<file path="config.mk">
export PLATFORM = sky130hd
export DESIGN_NAME = fetch_unit_flat
export DESIGN_NICKNAME = d
export VERILOG_FILES = /design/src/rtl/fetch_unit_pkg.sv /design/src/rtl/fetch_unit_if.sv /design/src/rtl/fetch_unit_queue.sv /design/src/rtl/fetch_unit.sv /design/src/flat_wrapper.sv
export SDC_FILE = /design/constraint.sdc
export NUM_CORES = 1
export LEC_CHECK = 0
export CORE_UTILIZATION = 40
export CTS_BUF_LIST = sky130_fd_sc_hd__clkbuf_8
export DETAILED_ROUTE_END_ITERATION = 8
export PLACE_DENSITY = 0.65
export SYNTH_ARGS = -nofsm -noshare
export SYNTH_HDL_FRONTEND = slang
export SYNTH_SLANG_ARGS = --single-unit
</file>
<file path="constraint.sdc">
create_clock -name clk -period 13 [get_ports clk]
set_clock_uncertainty 0.15 [all_clocks]
set_input_delay 1.3 -clock clk [delete_from_list [all_inputs] [get_ports clk]]
set_output_delay 1.3 -clock clk [all_outputs]
set_load 0.1 [all_outputs]
</file>
<file path="src/rtl/fetch_unit_pkg.sv">
// fetch_unit_pkg: shared widths, fetch state encoding and queue entry type for the fetch stage
package fetch_unit_pkg;
  localparam int INSTR_WIDTH = 32;
  localparam int ADDR_WIDTH = 64;
  localparam logic [ADDR_WIDTH-1:0] RESET_PC_DEFAULT = '0;
  typedef enum logic [1:0] {REQ, WAIT, DROP} fetch_state_e;
  typedef struct packed {
    logic [ADDR_WIDTH-1:0] pc;
    logic [INSTR_WIDTH-1:0] instr;
  } fetch_entry_t;
endpackage

</file>
<file path="src/rtl/fetch_unit_if.sv">
// fetch_unit_if: instruction-memory, decode and branch-resolution signals of the fetch stage
interface fetch_unit_if;
  import fetch_unit_pkg::*;
  logic imem_req_valid;
  logic imem_req_ready;
  logic [ADDR_WIDTH-1:0] imem_addr;
  logic imem_rsp_valid;
  logic [INSTR_WIDTH-1:0] imem_rsp_data;
  logic if_id_valid;
  logic if_id_ready;
  logic [INSTR_WIDTH-1:0] if_id_instruction;
  logic [ADDR_WIDTH-1:0] if_id_pc;
  logic uncond_branch;
  logic branch;
  logic branch_invert;
  logic alu_zero;
  logic [ADDR_WIDTH-1:0] branch_pc;
  logic [25:0] branch_offset;
  modport master (
    output imem_req_valid, imem_addr, if_id_valid, if_id_instruction, if_id_pc,
    input imem_req_ready, imem_rsp_valid, imem_rsp_data, if_id_ready,
    input uncond_branch, branch, branch_invert, alu_zero, branch_pc, branch_offset
  );
  modport slave (
    input imem_req_valid, imem_addr, if_id_valid, if_id_instruction, if_id_pc,
    output imem_req_ready, imem_rsp_valid, imem_rsp_data, if_id_ready,
    output uncond_branch, branch, branch_invert, alu_zero, branch_pc, branch_offset
  );
endinterface

</file>
<file path="src/rtl/fetch_unit_queue.sv">
// fetch_queue: 2-entry FIFO of {pc, instruction}; head is always entry 0 so the output is registered
module fetch_queue
  import fetch_unit_pkg::*;
(
  input  logic         clk,
  input  logic         reset,
  input  logic         push_i,
  input  logic         pop_i,
  input  logic         flush_i,
  input  fetch_entry_t data_i,
  output logic [1:0]   count_o,
  output fetch_entry_t head_o
);
  fetch_entry_t e0_q, e0_d, e1_q, e1_d;
  logic [1:0] cnt_q, cnt_d, idx;
  logic pop;
  // a pop shifts entry 1 forward, so the push slot is the post-pop count
  always_comb begin
    pop = pop_i & (cnt_q != 2'd0);
    idx = cnt_q - {1'b0, pop};
    e0_d = (push_i && idx == 2'd0) ? data_i : pop ? e1_q : e0_q;
    e1_d = (push_i && idx != 2'd0) ? data_i : e1_q;
    cnt_d = flush_i ? 2'd0 : idx + {1'b0, push_i};
  end
  always_ff @(posedge clk or posedge reset) begin
    if (reset) begin
      e0_q <= '0;
      e1_q <= '0;
      cnt_q <= 2'd0;
    end else begin
      e0_q <= e0_d;
      e1_q <= e1_d;
      cnt_q <= cnt_d;
    end
  end
  assign count_o = cnt_q;
  assign head_o = e0_q;
endmodule

</file>
<file path="src/rtl/fetch_unit.sv">
// fetch_unit: PC, single-outstanding instruction fetch, 2-entry buffer to decode and branch redirect
module fetch_unit
  import fetch_unit_pkg::*;
#(
  parameter logic [ADDR_WIDTH-1:0] RESET_PC = RESET_PC_DEFAULT
) (
  input logic          clk,
  input logic          reset,
  fetch_unit_if.master bus
);
  fetch_state_e state_q, state_d;
  logic [ADDR_WIDTH-1:0] pc_q, pc_d, req_pc_q, req_pc_d, target;
  logic [25:0] off;
  logic [1:0] count;
  logic [2:0] occ;
  logic pop, taken, req_hs, push, outstanding;
  fetch_entry_t head;
  always_comb begin
    off = bus.branch_offset;
    pop = bus.if_id_valid & bus.if_id_ready;
    occ = {1'b0, count} + {2'b0, state_q != REQ} - {2'b0, pop};
    taken = bus.uncond_branch | (bus.branch & (bus.alu_zero ^ bus.branch_invert));
    target = bus.branch_pc + (bus.uncond_branch ? {{36{off[25]}}, off, 2'b00}
                                                : {{43{off[18]}}, off[18:0], 2'b00});
    req_hs = bus.imem_req_valid & bus.imem_req_ready;
    push = (state_q == WAIT) & bus.imem_rsp_valid & ~taken;
    // still owed a response after this edge: either just issued or not yet returned
    outstanding = req_hs | ((state_q != REQ) & ~bus.imem_rsp_valid);
    pc_d = taken ? target : req_hs ? pc_q + 64'd4 : pc_q;
    req_pc_d = req_hs ? pc_q : req_pc_q;
    state_d = taken ? (outstanding ? DROP : REQ)
            : req_hs ? WAIT
            : (state_q != REQ && bus.imem_rsp_valid) ? REQ : state_q;
  end
  always_ff @(posedge clk or posedge reset) begin
    if (reset) begin
      state_q <= REQ;
      pc_q <= RESET_PC;
      req_pc_q <= '0;
    end else begin
      state_q <= state_d;
      pc_q <= pc_d;
      req_pc_q <= req_pc_d;
    end
  end
  fetch_queue u_queue (
    .clk(clk),
    .reset(reset),
    .push_i(push),
    .pop_i(pop),
    .flush_i(taken),
    .data_i('{pc: req_pc_q, instr: bus.imem_rsp_data}),
    .count_o(count),
    .head_o(head)
  );
  assign bus.imem_req_valid = ~reset & (state_q == REQ) & (occ < 3'd2);
  assign bus.imem_addr = pc_q;
  assign bus.if_id_valid = count != 2'd0;
  assign bus.if_id_instruction = head.instr;
  assign bus.if_id_pc = head.pc;
endmodule

</file>
<file path="src/flat_wrapper.sv">
// flat-port wrapper written by rule: the top's interface ports become plain ports
module fetch_unit_flat import fetch_unit_pkg::*;
#(
  parameter logic [ADDR_WIDTH-1:0] RESET_PC = RESET_PC_DEFAULT
)
  (clk, reset, bus_imem_req_valid, bus_imem_addr, bus_if_id_valid, bus_if_id_instruction, bus_if_id_pc, bus_imem_req_ready, bus_imem_rsp_valid, bus_imem_rsp_data, bus_if_id_ready, bus_uncond_branch, bus_branch, bus_branch_invert, bus_alu_zero, bus_branch_pc, bus_branch_offset);
  fetch_unit_if bus_i ();
  input logic clk;
  input logic reset;
  output wire logic [$bits(bus_i.imem_req_valid)-1:0] bus_imem_req_valid;
  output wire logic [$bits(bus_i.imem_addr)-1:0] bus_imem_addr;
  output wire logic [$bits(bus_i.if_id_valid)-1:0] bus_if_id_valid;
  output wire logic [$bits(bus_i.if_id_instruction)-1:0] bus_if_id_instruction;
  output wire logic [$bits(bus_i.if_id_pc)-1:0] bus_if_id_pc;
  input wire logic [$bits(bus_i.imem_req_ready)-1:0] bus_imem_req_ready;
  input wire logic [$bits(bus_i.imem_rsp_valid)-1:0] bus_imem_rsp_valid;
  input wire logic [$bits(bus_i.imem_rsp_data)-1:0] bus_imem_rsp_data;
  input wire logic [$bits(bus_i.if_id_ready)-1:0] bus_if_id_ready;
  input wire logic [$bits(bus_i.uncond_branch)-1:0] bus_uncond_branch;
  input wire logic [$bits(bus_i.branch)-1:0] bus_branch;
  input wire logic [$bits(bus_i.branch_invert)-1:0] bus_branch_invert;
  input wire logic [$bits(bus_i.alu_zero)-1:0] bus_alu_zero;
  input wire logic [$bits(bus_i.branch_pc)-1:0] bus_branch_pc;
  input wire logic [$bits(bus_i.branch_offset)-1:0] bus_branch_offset;
  assign bus_imem_req_valid = bus_i.imem_req_valid;
  assign bus_imem_addr = bus_i.imem_addr;
  assign bus_if_id_valid = bus_i.if_id_valid;
  assign bus_if_id_instruction = bus_i.if_id_instruction;
  assign bus_if_id_pc = bus_i.if_id_pc;
  assign bus_i.imem_req_ready = bus_imem_req_ready;
  assign bus_i.imem_rsp_valid = bus_imem_rsp_valid;
  assign bus_i.imem_rsp_data = bus_imem_rsp_data;
  assign bus_i.if_id_ready = bus_if_id_ready;
  assign bus_i.uncond_branch = bus_uncond_branch;
  assign bus_i.branch = bus_branch;
  assign bus_i.branch_invert = bus_branch_invert;
  assign bus_i.alu_zero = bus_alu_zero;
  assign bus_i.branch_pc = bus_branch_pc;
  assign bus_i.branch_offset = bus_branch_offset;
  fetch_unit #(.RESET_PC(RESET_PC)) u_core (.clk(clk), .reset(reset), .bus(bus_i));
endmodule
</file>
After elaboration in Yosys (flattened, before gate mapping)
Cells that the tools add are included.
- add/subtract/negate cells: 6
- multiply operators: 0
- divide/modulo/power cells: 0
- order comparisons: 1
- equal/unequal tests: 1
- shift-type cells: 0
- muxes and demuxes: 10
- bitwise operators: 15
- reductions and logical operators: 11
- operator list (cell ; number):
    64-bit 2-to-1 mux ; 3
    96-bit 2-to-1 mux ; 2
    64-bit by 3-bit adder with 64-bit output, second input constant ; 1
    64-bit adder ; 1
    2-bit 2-to-1 mux ; 5
    2-bit nonzero test ; 5
    1-bit AND ; 9
    2-bit zero test ; 2
    2-bit by 1-bit adder with 3-bit output ; 1
    1-bit logical AND ; 3
    3-bit by 2-bit < comparator with 1-bit output, second input constant ; 1
    1-bit inverter ; 3
    3-bit nonzero test ; 1
    3-bit by 1-bit subtractor with 3-bit output ; 1
    2-bit by 1-bit adder with 2-bit output ; 1
    2-bit by 1-bit equality test with 1-bit output, second input constant ; 1
    1-bit bitwise OR ; 2
    2-bit by 1-bit subtractor with 2-bit output ; 1
    1-bit XOR ; 1
- bits in registers: 324
- bits in latches: 0
- bits in writable memories: 0
- bits in read-only memories: 0
- input port bits: 131
- output and inout bits: 162
- logic and storage cells: 52
- memories kept: 0

Logic depth before layout (Yosys ltp)
Gate-level depths: netlist of run 1.
- depth after elaboration: 9
- depth in mapped cells: 20
- gate-level depth less buffers: 17

Modules after synthesis
From an unflattened synthesis of run 1, not the netlist that was laid out.
- cell total of the unflattened synthesis: 1959
- area total of the unflattened synthesis: 17650.7 um^2
- by module, submodules not included (module ; instances ; cells an instance ; area each (um^2) ; seq. area each (um^2)):
    fetch_unit ; 1 ; 1220 ; 9646.8 ; 3253.1
    fetch_queue ; 1 ; 739 ; 8003.9 ; 4854.7

Least setup slack after synthesis of run 1
No wires, ideal clock.
- path type: register to output
- from: reg u_core.u_queue.cnt_q[1] (netlist: u_core.u_queue.count_o[1])
- to: out bus_imem_req_valid
- arrival time: 4.270 ns
- data required time: 11.550 ns
- slack: 7.280 ns
- cell stages (with the launch flop): 12
- path buffers: 2
- cells stage by stage: dfrtp_1 inv_1 nand2_1 nand2_1 buf_1 clkbuf_1 inv_1 ha_1 nor2_1 fa_1 nor4_2 and2_1
- word-level cells in the longest chain between the ends: 5
- elaborated cells on any way between the ends: 6
- those cells by class: 2 x add/sub; 1 x order compare; 2 x bitwise; 1 x reduce/logical
- ends and longest elaborated chain (element ; RTL line ; source):
    from (decl) ; fetch_unit_queue.sv:15 ; logic [1:0] cnt_q, cnt_d, idx;
    from (signal assigned) ; fetch_unit_queue.sv:33 ; cnt_q <= cnt_d;
    2-bit nonzero test ; fetch_unit.sv:58 ; assign bus.if_id_valid = count != 2'd0;
    net bus_if_id_valid ; flat_wrapper.sv:12 ; output wire logic [$bits(bus_i.if_id_valid)-1:0] bus_if_id_valid;
    1-bit AND ; fetch_unit.sv:20 ; pop = bus.if_id_valid & bus.if_id_ready;
    3-bit by 1-bit subtractor with 3-bit output ; fetch_unit.sv:21 ; occ = {1'b0, count} + {2'b0, state_q != REQ} - {2'b0, pop};
    3-bit by 2-bit < comparator with 1-bit output ; fetch_unit.sv:56 ; assign bus.imem_req_valid = ~reset & (state_q == REQ) & (occ < 3'd2);
    1-bit AND ; fetch_unit.sv:56 ;
    to (decl) ; flat_wrapper.sv:10 ; output wire logic [$bits(bus_i.imem_req_valid)-1:0] bus_imem_req_valid;
The timed path passes the listed nets, and every way through them passes these cells.

Final worst setup path of run 1
- from: in bus_if_id_ready
- to: out bus_imem_req_valid
- word-level cells in the longest chain between the ends: 4
- ends and longest elaborated chain (element ; RTL line ; source):
    from (decl) ; flat_wrapper.sv:18 ; input wire logic [$bits(bus_i.if_id_ready)-1:0] bus_if_id_ready;
    1-bit AND ; fetch_unit.sv:20 ;
    3-bit by 1-bit subtractor with 3-bit output ; fetch_unit.sv:21 ;
    3-bit by 2-bit < comparator with 1-bit output ; fetch_unit.sv:56 ;
    1-bit AND ; fetch_unit.sv:56 ;
Every way passes these cells.

==> results of run 1 <==
-- report_power, final --
part,internal [mW],total (mW),switching [mW]
sequential,1.30,1.56,0.258
combinational,0.645,2.58,1.94
clock,0.458,0.858,0.400
total,2.40,5.00,2.60
-- cells in the mapped netlist, drive strengths merged, types with 12 or more instances --
cell type	count	area [µm²]
dfrtp	324	8108
nand2	298	1119
a21oi	200	1012
nor2	190	723.2
mux2i	97	970.9
mux2	96	1081
o21ai	73	387.9
xnor2	71	621.9
clkbuf	69	259.0
ha	65	813.3
xor2	48	420.4
nand3	40	200.2
buf	33	167.7
nand4	31	193.9
inv	29	108.9
nor3	27	155.2
a21o	24	180.2
o21bai	12	93.84
-- layout make-up --
type / count / area, µm² / area share (%)
clock inverter: 29 / 182.7 / 0.8224
sequential: 324 / 8108 / 36.50
antenna: 1 / 2.502 / 0.01127
multi-input combinational: 1417 / 9220 / 41.51
timing repair buffer: 304 / 3025 / 13.62
inverter: 29 / 116.4 / 0.5239
clock buffer: 60 / 825.8 / 3.718
tap: 585 / 732.0 / 3.295
-- registers in the layout, indices dropped and copies added (netlist names) --
name	flops
u_core.state_q	2
u_core.u_queue.count_o	2
u_core.u_queue.e1_q	96
u_core.u_queue.head_o	96
u_core.req_pc_q	64
u_core.bus.imem_addr	64
-- layer usage --
layer	up-vias	GRT usage [%]	routed length [µm]
li1	7044	-	-
met1	6698	29.83	22500
met2	378	32.09	21410
met3	80	3.603	2614
met4	0	6.748	1252
met5	-	0	0
-- through the flow --
stage / worst slack, ns / cell area, µm² / instances
after detailed placement: 6.872 / 21200 / 2659
final: 6.874 / 22210 / 2749
after global placement: 6.883 / 21200 / 2659
after global routing: 6.759 / 22210 / 2748
after floorplan: 2.580 / 17820 / 1872
after CTS: 6.863 / 22210 / 2748
-- cells by family (layout without fill, tap and decap cells) --
group                      count (synthesis)  count (layout)
muxes                                    193             193
xor gates and xnor gates                 119             119
other                                      0               1
buffers and inverters                    131             422
AOI/OAI and AO/OA                        384             384
and+or+nand+nor                          654             654
adders and majority gates                 67              67
DFF                                      324             324
-- worst max-delay path: cells and delay by family --
family	cells	cell delay (ns)
buffers and inverters	3	1.72
and+or+nand+nor	4	0.90
adders and majority gates	2	0.74
-- cell usage in the layout (no fill, tap or decap), types with 60 or more instances in the layout --
cell type and instances:
a21oi_1 196, mux2i_1 97, mux2_2 96, clkdlybuf4s50_1 292
clkbuf_8 60, ha_1 65, xnor2_1 71, nand2_1 296
nor2_1 188, dfrtp_1 324
-- how the worst max path moves through the flow --
stage / to / cells after the start
2_1_floorplan: u_core.bus.imem_addr[0] / 1
6_report: bus_imem_req_valid / 9
3_5_place_dp: bus_imem_req_valid / 9
3_3_place_gp: bus_imem_req_valid / 9
5_1_grt: bus_imem_req_valid / 9
4_1_cts: bus_imem_req_valid / 9
==> results by group, run 1 <==
Status
  • Status: complete, no violations

Die
  • Row cnt: 76
  • Die Wd: ~210 µm
  • Core footprint: around 44000 µm²
  • Boundary pin count: 293
  • Die ar.: about 45000 µm²
  • Initial core utilization: about two fifths
  • Die Ht: 213.1 µm

Setup path
  • Critical Path Sink Type: primary output
  • CP Class: in -> out
  • CP max stage delay: 1.13 ns
  • Worst Path Required: about 12 ns
  • Chain of cells forming the critical path: clkdlybuf4s50_1 > nand2_4 > inv_1 > ha_1 > nor2_1 > fa_1 > nor4_2 > and2_1 > clkdlybuf4s50_1
  • Critical Path AT: approximately 4.7 ns
  • RR Startpoint: u_core.u_queue.count_o[1]
  • R2R Path End: u_core.bus.imem_addr[62]
  • Critical path peak fanout: 21
  • CP most frequent cell: clkdlybuf4s50_1
  • Worst reg2reg setup slack: between 7 and 8 ns
  • CP startpoint kind: primary input
  • Critical Path Source: bus_if_id_ready
  • CP max stage cell: clkdlybuf4s50_1
  • Worst reg-to-reg path cell count: 18

STA
  • Final Hold Fails: 0
  • Min Hold Slack: 0.3477 ns
  • Slew @ Worst Pin: roughly 1.1 ns
  • Max Clk Rate: 163.3 MHz
  • Unrepaired setup endpoints after global routing: false
  • Fin crit period: 6.126 ns
  • Tcrit/Tclk final: 47.12%
  • Total negative setup slack: 0 ns
  • Slew Limit Fails: 0
  • Max transition margin: 25.10%
  • Final setup violating endpoints: 0

Global routing
  • Initial antenna violation count: 0
  • Vias in the first global route: 13784
  • First-pass GRT wire length: about 75 mm
  • Largest net degree at the start of global routing: 180
  • GRT Total Usage: roughly a fifth
  • Total grt overflow: 0

Synth
  • Syn_area_per_cell: approximately 9.5 µm²
  • Post-synth EDFFs: 0
  • Yosys reg bits: around 320
  • FFs w/ async S/R, synth: between 90% and 100%
  • Yosys synthesis warning count: 0
  • Syn Inst Count: about 1900
  • Post-Synth Adder-Cell Area: 4.789%
  • Compound-Gate Fraction of Synth Area: 13.36%
  • Largest family of logic cells by synthesized area: simple AND/OR/NAND/NOR gates
  • Post-Syn Nets: 2070
  • Xor/xnor share of the synthesized area: under 10%
  • Post-synthesis mux area share: around 12%
  • Synth Cell Area: approximately 18000 µm²
  • Seq/Total Area, Yosys: between 40% and 50%
  • Top FF cell, synth: dfrtp_1
  • Post-Synth Simple-Gate Area: between 15 and 20%
  • Library cells used by synthesis: 79

Detailed routing
  • Wire per inst: ~17 µm
  • DR pass1 iterations: 5
  • Drt drc: 0
  • WL final: ~48 mm
  • Post-DRT Antenna Nets: 0
  • Via-to-Cell Ratio: just over 5
  • 1st-iter DRT viols: between 900 and 1000
  • Routed vias: ~14000

Clocking
  • Hold_buf cts: 0
  • Clock latency on the worst-skew pair: approximately 0.6 ns
  • Worst-path clk slew: ~0.060 ns
  • Max Root-Sink Buffers: 3
  • Total CTS buffers: 51
  • Setup Fix Bufs, Post-CTS: 0
  • # clock sinks: 324
  • Post-cts gate resize count: 0
  • Clock root buffer: clkbuf_8
  • CTS tree: built
  • CTS H-tree depth: 2

Place
  • Detail Placement HPWL: about 34 mm
  • Port Buffers: approximately 290
  • Placer Congestion: around 0.88

Hold path
  • Worst Min Path Start: u_core.req_pc_q[25]
  • Worst Hold Class: reg -> reg
  • Hold path depth: 2
  • Hold EP: u_core.req_pc_q[25]

Power
  • VDD IR max: 0.1671 mV
  • Overall power: about 5 mW
  • PD cells: 225.1 nW/µm²
  • Leakage power: approximately 11 nW

Final layout
  • Ratio of cells with drive above 1 in the final layout: around a tenth
  • Area Growth Syn to Fin: 24.66%
  • # nets final: 2325
  • Fillers: 4127
  • Core Util, Final: around 51%

Run
  • Max Cap Viol: 0
(Power assumes the default switching activity.)
==> run 2: changes to the inputs <==
Clock period 13 ns to 6.2 ns, I/O delays scaled along.
==> results by group, run 2 (synthesized netlist as in run 1, its figures left out) <==
Clocking
  • Hold_buf cts: 0
  • Clock latency on the worst-skew pair: about 0.6 ns
  • Post-cts gate resize count: 0
  • Setup Fix Bufs, Post-CTS: 0
  • Clock root buffer: clkbuf_8
  • CTS tree: built
  • CTS H-tree depth: 2
  • Worst-path clk slew: roughly 0.06 ns
  • Total CTS buffers: 52
  • # clock sinks: 324
  • Max Root-Sink Buffers: 3

Hold path
  • Worst Hold Class: reg -> reg
  • Worst Min Path Start: u_core.req_pc_q[17]
  • Hold EP: u_core.req_pc_q[17]
  • Hold path depth: 2

Detailed routing
  • Post-DRT Antenna Nets: 0
  • Via-to-Cell Ratio: approximately 5.2
  • WL final: 48.17 mm
  • Wire per inst: approximately 17 µm
  • Drt drc: 0
  • 1st-iter DRT viols: roughly 1000
  • Routed vias: around 14000
  • DR pass1 iterations: 5

STA
  • Total negative setup slack: 0 ns
  • Slew Limit Fails: 0
  • Max transition margin: about a quarter
  • Final setup violating endpoints: 0
  • Fin crit period: around 4.8 ns
  • Unrepaired setup endpoints after global routing: false
  • Max Clk Rate: approximately 210 MHz
  • Final Hold Fails: 0
  • Slew @ Worst Pin: 1.122 ns
  • Tcrit/Tclk final: 77.18%

Setup path
  • Worst Path Required: 5.43 ns
  • CP Class: reg -> out
  • CP top delay family: buffers and inverters
  • R2R Path End: u_core.bus.imem_addr[38]
  • Worst reg-to-reg path cell count: 16
  • CP max stage delay: 1.15 ns
  • CP startpoint kind: flop
  • Critical Path Sink Type: primary output
  • Chain of cells forming the critical path: inv_1 > nand2_1 > nand2_4 > inv_1 > ha_1 > nor2_1 > fa_1 > nor4_2 > and2_1 > clkdlybuf4s50_1
  • Critical path buffers and inverters: 3
  • CP max stage cell: clkdlybuf4s50_1
  • CP most frequent cell: inv_1
  • Critical path peak fanout: 3
  • RR Startpoint: u_core.u_queue.count_o[1]
  • Critical Path AT: ~4.0 ns
  • Worst reg2reg setup slack: 1.98 ns

Power
  • Power Internal: a little over 5 mW
  • Overall power: around 11 mW
  • VDD IR max: 0.3345 mV
  • Switching power: 5.441 mW
  • Clock power share: ~18%
  • PD cells: between 400 and 500 nW/µm²
  • Net Sw Frac: between 50% and 60%
  • Logic pwr share: about 50%
  • Sequential power share: 30.8%
  • Leakage power: around 11 nW

Final layout
  • Most frequent cells in the layout: dfrtp_1 (324), nand2_1 (296), clkdlybuf4s50_1 (292)
  • # nets final: ~2300
  • Area Growth Syn to Fin: 25.15%
  • Most common cell after layout, fill and taps aside: dfrtp_1
  • Ratio of cells with drive above 1 in the final layout: 10.65%

Die
  • Die ar.: between 40000 and 50000 µm²
  • Die Wd: 213.1 µm
  • Boundary pin count: about 300
  • Die Ht: 213.1 µm
  • Core footprint: roughly 44000 µm²
  • Row cnt: 76
  • Initial core utilization: 40.91%

Status
  • Status: complete, no violations

Place
  • Placer Congestion: 0.8765
  • Port Buffers: around 290
  • Detail Placement HPWL: around 34 mm

Global routing
  • Total grt overflow: 0
  • GRT Total Usage: a little over a fifth
  • First-pass GRT wire length: roughly 76 mm
  • Largest net degree at the start of global routing: 188
  • Initial antenna violation count: 0
  • Vias in the first global route: ~14000

Run
  • Max Cap Viol: 0
run 2: area by class of cell:
type	instances	area, µm²
Tap cell	585	732.0
Antenna cell	1	2.502
Sequential cell	324	8108
Fill cell	4146	21250
Multi-Input combinational cell	1417	9220
Inverter	29	112.6
Timing Repair Buffer	306	3053
Clock buffer	68	935.9
Clock inverter	26	135.1
run 2: how the worst max path moves through the flow:
stage | from | to | slack (ns) | cells after the start
2_1_floorplan | u_core.u_queue.count_o[1] | u_core.bus.imem_addr[62] | 0.88 | 20
3_3_place_gp | bus_uncond_branch | u_core.bus.imem_addr[63] | 1.51 | 14
3_5_place_dp | bus_uncond_branch | u_core.bus.imem_addr[63] | 1.42 | 14
4_1_cts | u_core.u_queue.count_o[1] | bus_imem_req_valid | 1.32 | 10
5_1_grt | u_core.u_queue.count_o[1] | bus_imem_req_valid | 1.21 | 10
6_report | u_core.u_queue.count_o[1] | bus_imem_req_valid | 1.42 | 10
run 2: tightest hold or removal path, stage by stage (launching register included):
cell	delay, ns
dfrtp_1	0.36
nand2_1	0.06
nand2_1	0.06
run 2: power groups by stage:
stage                     logic (mW)  clock network, mW  registers (mW)
after floorplan                 1.19                  0            6.07
after global placement          5.41                  0            3.25
after detailed placement        5.43                  0            3.28
after CTS                       5.45               1.93            3.25
after global routing            5.68               2.02            3.33
final                           5.43               1.87            3.24
run 2: metrics by stage:
step	hold WS (ns)	cells	worst slack, ns	utilization, %	cell area (µm²)
after floorplan	0.3151	1872	0.8812	-	17820
after global placement	0.3305	2661	1.512	48.74	21230
after detailed placement	0.3369	2661	1.421	48.74	21230
after CTS	0.3529	2755	1.316	51.20	22300
after global routing	0.3609	2755	1.208	51.20	22300
final	0.3504	2756	1.415	51.20	22300
run 2: routing by layer:
layer  routed length, µm  GRT usage, %
met5                   0             0
met4                1344         7.194
met3                2891         4.133
met2               21010         31.61
met1               22930         30.68
==> run 3: changes to the inputs <==
Clock period 6.2 ns to 4.6 ns, I/O delays scaled along.
==> results by group, run 3 (synthesized netlist as in run 1, its figures left out) <==
Setup path
  • Critical Path Sink Type: flop
  • CP startpoint kind: flop
  • Worst Path Required: 4.88 ns
  • Critical Path AT: roughly 4.2 ns
  • CP Class: reg -> reg
  • Critical path peak fanout: 35

STA
  • Max transition margin: around 25%
  • Fin crit period: roughly 3.9 ns
  • Min Hold Slack: around 0.26 ns
  • Final Hold Fails: 0
  • Max Clk Rate: about 260 MHz
  • Setup WS post-layout: 0.7285 ns
  • Final setup violating endpoints: 0
  • Slew Limit Fails: 0
  • Unrepaired setup endpoints after global routing: false
  • Slew @ Worst Pin: 1.117 ns
  • Tcrit/Tclk final: between 80 and 90%

Detailed routing
  • Drt drc: 0
  • Wire per inst: between 15 and 20 µm
  • 1st-iter DRT viols: 956
  • WL final: 48.26 mm
  • Post-DRT Antenna Nets: 0
  • DR pass1 iterations: 5
  • Via-to-Cell Ratio: 5.231
  • Routed vias: roughly 14000

Global routing
  • Initial antenna violation count: 0
  • Largest net degree at the start of global routing: around 170
  • Met3 Use GR: 4.059%
  • Met1 Use GR: between 20 and 30%
  • M2 GR Usage: 33.26%
  • GRT Total Usage: around a fifth
  • Total grt overflow: 0
  • Vias in the first global route: 14133
  • GR peak layer: met2
  • First-pass GRT wire length: 76.75 mm

Die
  • Core footprint: 43550 µm²
  • Initial core utilization: roughly two fifths
  • Die Ht: 213.1 µm
  • Row cnt: 76
  • Die Wd: between 200 and 250 µm
  • Die ar.: 45390 µm²
  • Boundary pin count: a little under 300

Power
  • Leakage power: 10.86 nW
  • Clock power share: 18.0%
  • Sequential power share: 30.8%
  • Power Internal: 6.954 mW
  • PD cells: 637.5 nW/µm²
  • Net Sw Frac: 51.31%
  • Switching power: 7.327 mW
  • Logic pwr share: about half
  • VDD IR max: about 0.48 mV

Final layout
  • Most frequent cells in the layout: dfrtp_1 (324), nand2_1 (295), clkdlybuf4s50_1 (291)
  • Most common cell after layout, fill and taps aside: dfrtp_1
  • Area Growth Syn to Fin: 25.74%
  • Ratio of cells with drive above 1 in the final layout: 11.19%
  • Core Util, Final: 51.44%
  • N_diodes: 0
  • Final cell count without fillers: between 2000 and 3000
  • # nets final: approximately 2300

Clocking
  • # clock sinks: ~320
  • Setup Fix Bufs, Post-CTS: 0
  • CTS H-tree depth: 2
  • Clock latency on the worst-skew pair: about 0.60 ns
  • Post-cts gate resize count: 0
  • Hold_buf cts: 0
  • CTS tree: built
  • Max Root-Sink Buffers: 3
  • Clock root buffer: clkbuf_8
  • Worst-path clk slew: about 0.060 ns
  • Total CTS buffers: between 50 and 60

Place
  • Post-Place Worst Slack: around 0.24 ns
  • Placed Cells: roughly 2700
  • Placer Congestion: between 0.8 and 0.9
  • Detail Placement HPWL: about 35 mm
  • Port Buffers: approximately 290

Status
  • Status: complete, no violations

Run
  • Max Cap Viol: 0

Hold path
  • Worst Hold Class: in -> reg
## run 3: cell types whose count changed in the layout (fill, tap and decap cells not counted), sizes merged
cell,previous run,this run
clkdlybuf4s50,292,291
inv,48,41
buf,14,23
clkinv,3,9
clkbuf,68,59
bufinv,1,5
diode,1,0
## run 3: power groups by stage
| stage | logic, mW | registers, mW | clock network [mW] |
|---|---|---|---|
| global route | 7.65 | 4.52 | 2.78 |
| CTS | 7.33 | 4.41 | 2.67 |
| global placement | 7.27 | 4.41 | 0 |
| finish | 7.31 | 4.40 | 2.58 |
| floorplan | 1.60 | 8.19 | 0 |
| detailed placement | 7.32 | 4.46 | 0 |
## run 3: final timing paths
kind                                      startpoint                         to  slack [ns]  cells past startpoint
setup / recovery           u_core.u_queue.count_o[1]   u_core.bus.imem_addr[38]        0.73                     16
hold / removal                      bus_branch_pc[0]    u_core.bus.imem_addr[0]        0.26                      3
setup reg to reg           u_core.u_queue.count_o[1]   u_core.bus.imem_addr[38]        0.73                     16
hold reg to reg                  u_core.req_pc_q[51]        u_core.req_pc_q[51]        0.35                      2
max in group asynchronous                      reset  u_core.u_queue.head_o[92]        3.20                      3
min in group asynchronous                      reset          u_core.state_q[0]        0.37                      3
## run 3: final cells by class
| cell class | count | area (µm²) |
|---|---|---|
| clock buffers | 59 | 812.0 |
| clock inverters | 29 | 264.0 |
| fillers | 4139 | 21150 |
| inverters | 29 | 112.6 |
| multi-input cells | 1417 | 9228 |
| flip-flops and latches | 324 | 8108 |
| well taps | 585 | 732.0 |
| repair buffers | 314 | 3148 |
## run 3: routing by layer
metal | share of wire (%) | vias up
li1 | - | 7040
met1 | 47 | 6934
met2 | 45 | 386
met3 | 6.1 | 61
met4 | 2.1 | 0
met5 | 0 | -
## run 3: stage by stage
| step | TNS, ns | total power [mW] | area, µm² |
|---|---|---|---|
| after CTS | 0 | 14.41 | 22400 |
| after floorplan | -107.81 | 9.789 | 17830 |
| after global routing | 0 | 14.95 | 22400 |
| final | 0 | 14.28 | 22400 |
| after detailed placement | 0 | 11.77 | 21330 |
| after global placement | 0 | 11.68 | 21330 |
## run 3: critical path: stages, from the launching register on
cell	delay (ns)
dfrtp_1	0.42
inv_1	0.15
nand2_4	0.10
nand2_4	0.10
inv_1	0.06
ha_1	0.26
nor2_1	0.13
fa_1	0.44
nor4_2	0.25
nand3_2	0.17
buf_4	0.28
or3_1	0.43
nor4_1	0.35
nand2b_1	0.12
xnor2_1	0.14
nand2_1	0.07
o21ai_0	0.09
